## src/rtl/nco_pkg.sv

```systemverilog
// Shared constants for the numerically controlled oscillator.
// Dither LFSR constants are only consumed when NCO_DITHER_EN is defined.
package nco_pkg;

    localparam int NCO_LATENCY = 3;

    localparam logic [31:0] NCO_LFSR_POLY = 32'h8020_0003;
    localparam logic [31:0] NCO_LFSR_SEED = 32'h0000_0001;

    typedef enum logic [1:0] {
        QUAD_0 = 2'd0,
        QUAD_1 = 2'd1,
        QUAD_2 = 2'd2,
        QUAD_3 = 2'd3
    } quad_e;

endpackage

```

## src/rtl/nco_sin_lut.sv

```systemverilog
// Quarter-wave sine ROM with one-cycle registered read.
// Entries sit on half-sample phases so the quadrant mirror is exact.
module nco_sin_lut
    import nco_pkg::*;
#(
    parameter int DWIDTH = 16,
    parameter int AWIDTH = 8
) (
    input  logic              clk,
    input  logic              rst,
    input  logic [AWIDTH-1:0] addr,
    output logic [DWIDTH-1:0] data
);

    localparam int  DEPTH = 1 << AWIDTH;
    localparam real PI    = 3.14159265358979323846;

    function automatic logic [DWIDTH-1:0] entry(input int k);
        real amp;
        real ang;
        amp = real'((1 << (DWIDTH - 1)) - 1);
        ang = 2.0 * PI * (real'(k) + 0.5) / real'(4 * DEPTH);
        return DWIDTH'($rtoi(amp * $sin(ang) + 0.5));
    endfunction

    logic [DWIDTH-1:0] rom [DEPTH];

    for (genvar k = 0; k < DEPTH; k++) begin : g_rom
        assign rom[k] = entry(k);
    end

    always_ff @(posedge clk or posedge rst) begin
        if (rst) begin
            data <= '0;
        end else begin
            data <= rom[addr];
        end
    end

endmodule

```

## src/rtl/nco.sv

```systemverilog
// Phase-accumulator NCO with quarter-wave folding, 3-cycle acc-to-lo latency.
// Define NCO_DITHER_EN to add LFSR phase dither ahead of truncation.
module nco
    import nco_pkg::*;
#(
    parameter int DWIDTH     = 16,
    parameter int PWIDTH     = 32,
    parameter int LUT_AWIDTH = 10
) (
    input  logic                     clk,
    input  logic                     rst,
    input  logic                     en,
    input  logic                     fcw_load,
    input  logic [PWIDTH-1:0]        fcw,
    input  logic [PWIDTH-1:0]        phase_ofs,
    output logic signed [DWIDTH-1:0] lo,
    output logic                     lo_valid,
    output logic                     wrap
);

    localparam int IWIDTH = LUT_AWIDTH - 2;
    localparam int TRUNC  = PWIDTH - LUT_AWIDTH;

    logic [PWIDTH-1:0]     acc;
    logic [PWIDTH-1:0]     fcw_reg;
    logic [PWIDTH-1:0]     dither;
    logic [LUT_AWIDTH-1:0] addr;
    quad_e                 quad;
    logic [IWIDTH-1:0]     idx_d;
    logic                  neg_d;
    logic [IWIDTH-1:0]     idx_q;
    logic                  neg_s1;
    logic                  neg_s2;
    logic [DWIDTH-1:0]     rom_q;
    logic [2:0]            vld_sr;

    always_ff @(posedge clk or posedge rst) begin
        if (rst) begin
            acc     <= '0;
            fcw_reg <= '0;
            wrap    <= 1'b0;
        end else begin
            if (en) begin
                {wrap, acc} <= {1'b0, acc} + {1'b0, fcw_reg};
            end else begin
                wrap <= 1'b0;
            end
            if (fcw_load) begin
                fcw_reg <= fcw;
            end
        end
    end

`ifdef NCO_DITHER_EN
    logic [31:0] lfsr;

    always_ff @(posedge clk or posedge rst) begin
        if (rst) begin
            lfsr <= NCO_LFSR_SEED;
        end else if (lfsr[0]) begin
            lfsr <= (lfsr >> 1) ^ NCO_LFSR_POLY;
        end else begin
            lfsr <= lfsr >> 1;
        end
    end

    assign dither = PWIDTH'(lfsr[TRUNC-1:0]);
`else
    assign dither = '0;
`endif

    assign addr = LUT_AWIDTH'((acc + phase_ofs + dither) >> TRUNC);
    assign quad = quad_e'(addr[LUT_AWIDTH-1 -: 2]);

    // Odd quadrants run the quarter wave backwards, the lower half-cycle negates.
    always_comb begin
        idx_d = addr[IWIDTH-1:0];
        neg_d = 1'b0;
        unique case (quad)
            QUAD_0: ;
            QUAD_1: idx_d = ~addr[IWIDTH-1:0];
            QUAD_2: neg_d = 1'b1;
            QUAD_3: begin
                idx_d = ~addr[IWIDTH-1:0];
                neg_d = 1'b1;
            end
        endcase
    end

    always_ff @(posedge clk or posedge rst) begin
        if (rst) begin
            idx_q  <= '0;
            neg_s1 <= 1'b0;
            neg_s2 <= 1'b0;
            lo     <= '0;
        end else begin
            idx_q  <= idx_d;
            neg_s1 <= neg_d;
            neg_s2 <= neg_s1;
            lo     <= neg_s2 ? -$signed(rom_q) : $signed(rom_q);
        end
    end

    nco_sin_lut #(
        .DWIDTH(DWIDTH),
        .AWIDTH(IWIDTH)
    ) u_lut (
        .clk (clk),
        .rst (rst),
        .addr(idx_q),
        .data(rom_q)
    );

    always_ff @(posedge clk or posedge rst) begin
        if (rst) begin
            vld_sr   <= '0;
            lo_valid <= 1'b0;
        end else begin
            vld_sr   <= {vld_sr[1:0], en};
            lo_valid <= vld_sr[2];
        end
    end

endmodule
```

## config.mk

```make
export PLATFORM = sky130hd
export DESIGN_NAME = nco
export DESIGN_NICKNAME = d
export VERILOG_FILES = /design/src/rtl/nco_pkg.sv /design/src/rtl/nco_sin_lut.sv /design/src/rtl/nco.sv
export SDC_FILE = /design/constraint.sdc
export NUM_CORES = 1
export LEC_CHECK = 0
export BUFFER_PORTS_ARGS = -buffer_cell sky130_fd_sc_hd__buf_2
export CELL_PAD_IN_SITES_DETAIL_PLACEMENT = 1
export CELL_PAD_IN_SITES_GLOBAL_PLACEMENT = 1
export CORE_ASPECT_RATIO = 0.75
export CORE_MARGIN = 5
export CORE_UTILIZATION = 35
export CTS_CLUSTER_SIZE = 10
export DETAILED_ROUTE_END_ITERATION = 10
export GPL_TIMING_DRIVEN = 1
export HOLD_SLACK_MARGIN = 0.12
export PLACE_DENSITY_LB_ADDON = 0.2
export SYNTH_ARGS = -nofsm -noshare
export SYNTH_HDL_FRONTEND = slang
export SYNTH_SLANG_ARGS = --single-unit
```

## constraint.sdc

```tcl
create_clock -name clk -period 3.65 [get_ports clk]
set_input_delay 0.9125 -clock clk [delete_from_list [all_inputs] [get_ports clk]]
set_output_delay 0.9125 -clock clk [all_outputs]
set_load 0.01 [all_outputs]
```

==> metrics <==
Routed met3 length=3750 um; layout cell share with drive strength beyond 1=0.181; WL met2=16200 um; #FFs+latches synth=110; arrival time worst endpoint=3.65 ns; skew final=0.0129 ns; initial DRC count=1145; mean post-synth cell area=8.04 um^2; TritonRoute pass-1 iters=5; CTS sink count=110; grt total ovfl=0; Vias/cell=6.08; RSZ-0062 raised after global routing=no; asr flop ratio synth=1.00; Worst-Skew Late Latency=0.37 ns; area of the mapped netlist=0.0101 mm^2; Clock Pin Slew Worst Setup and Hold Paths=0.08 ns; post-CTS sizing=0; pin count of the biggest net entering global routing=100; number of routed nets with antenna violations=0; Max Buffers Root-to-Sink=2; DRC=0; hold_buf cts=0; Hold WC Path Type=reg2reg; WS Path Type=reg2reg; Max Freq=0.294 GHz; CTS tree=yes; Synth top area share=0.274; Root Driver=clkbuf_16; Post-CTS Setup Bufs=0; gpl congestion=1.03; Die Span X=206 um; post-synth top area cell=dfrtp_1; die height=157 um; critical path's slowest cell=ha_1; Distinct cells, synth=72; first-pass GRT wire length=61500 um; crit end category=flip-flop; port bufs=85; Slew Limit Fails=0; Tot GR Track Use=0.245; row count=53; Final Setup Violations=0; post-route setup TNS=0 ns; number of synthesized flops with an enable pin=0; WHS=0.351 ns; M1 WL=18900 um; Max Cap Viol=0; vias in the first global route=10300; post-synthesis sequential area ratio=0.274; Die Area=0.0323 mm^2; Area contributors post-synth=dfrtp_1 (27%), ha_1 (9.8%), a21oi_1 (6.6%), mux2_2 (6.4%), nand2_1 (4.6%); Inserted Diodes=0; crit-path max cell delay=0.67 ns; Startpoint Class=flip-flop; number of nets in the layout=1455; final cycle utilization of the critical path=0.933; Starting Density=0.357; Post-DP HPWL=30200 um; initial antenna violation count=1; Primary FF master, synth=dfrtp_1; CP Cell Sequence=clkinv_1 > ha_1 > or2_2 > nand2_1 > nor2_1 > a311o_1 > o21ai_0 > a211oi_1 > buf_4 > a211oi_1 > a311o_1; synthesis-to-finish area growth=13.3%; Synth Instances=1251; YS warnings=0; core region area=0.0282 mm^2; top post-synthesis cells by count=a21oi_1 (133), nand2_1 (123), nor2_1 (122); worst slew pin tran=1.03 ns; CTS H-tree lvls=3; Tmin final=3.40 ns; Crit Path Max Fanout=11; post-synth net total=1399; CP required=3.90 ns; count leader, synth=a21oi_1; DR top layer=met5; Top Ports=86; Routed Wire Length=39500 um; Max-slew headroom=0.313; via count=10300; Hold Violations, Final=0; status=completed; DR WL/cell=23.3 um; Inserted Clock Buffers=9
logic make-up after synthesis:
family                     count (synthesis)  synth area share
adders and majority gates                 80             0.100
muxes                                     66            0.0802
DFF                                      110             0.274
buffers and inverters                    117            0.0449
AOI/OAI and AO/OA                        441             0.281
and+or+nand+nor                          380             0.170
xor gates and xnor gates                  57            0.0496
metrics by stage:
step	instance area (um^2)	instances	setup WS [ns]	util
after floorplan	10100	1251	0.639	-
after global placement	11100	1681	0.208	0.394
after detailed placement	11100	1681	0.125	0.394
after CTS	11400	1697	0.306	0.404
after global routing	11400	1697	0.110	0.404
final	11400	1697	0.246	0.404
per-layer routing:
layer,up-vias,global-route usage
li1,4741,-
met1,5067,0.376
met2,450,0.345
met3,59,0.0568
met4,2,0.0532
met5,-,0
placed cells by master (no fill, tap or decap), types with 12 or more instances in the layout:
cell,synthesis,routed
a21o_1,21,21
buf_2,4,85
mux2_2,57,57
nand3_1,22,22
o211ai_1,24,24
buf_4,0,48
nor3_1,37,37
nand2b_1,20,20
ha_1,79,79
inv_1,21,20
a31oi_1,27,27
nor2b_1,12,12
a21oi_1,133,133
o21ai_0,92,92
xnor2_1,48,48
nand2_1,123,123
nor2_1,122,122
a211oi_1,29,29
dfrtp_1,110,105
final cells by class:
type	count	area, um^2
well taps	385	482
fillers	3410	16800
clock buffers	10	239
flip-flops and latches	110	2760
clock inverters	6	66.3
repair buffers	139	906
inverters	23	90.1
multi-input cells	1024	6850
final timing paths:
| path | endpoint | startpoint | slack, ns | depth (start not counted) |
|---|---|---|---|---|
| hold / removal | lo_valid | vld_sr[2] | 0.35 | 0 |
| max in group asynchronous | idx_q[3] | rst | 2.30 | 3 |
| hold reg to reg | lo_valid | vld_sr[2] | 0.35 | 0 |
| setup / recovery | u_lut.data[6] | idx_q[0] | 0.25 | 11 |
| setup reg to reg | u_lut.data[6] | idx_q[0] | 0.25 | 11 |
| min in group asynchronous | neg_s2 | rst | 0.55 | 2 |
critical path, delay by kind of cell (launching register included):
kind | cells | cell delay, ns
AO/OA/AOI/OAI | 5 | 1.03
flip-flops | 1 | 0.38
AND/OR/NAND/NOR | 3 | 0.72
buffers and inverters | 2 | 0.48
adder cells (fa/ha/maj) | 1 | 0.67
Power is not shown: default switching activity piles up to over one toggle a cycle in this logic, so the estimate is an artifact.
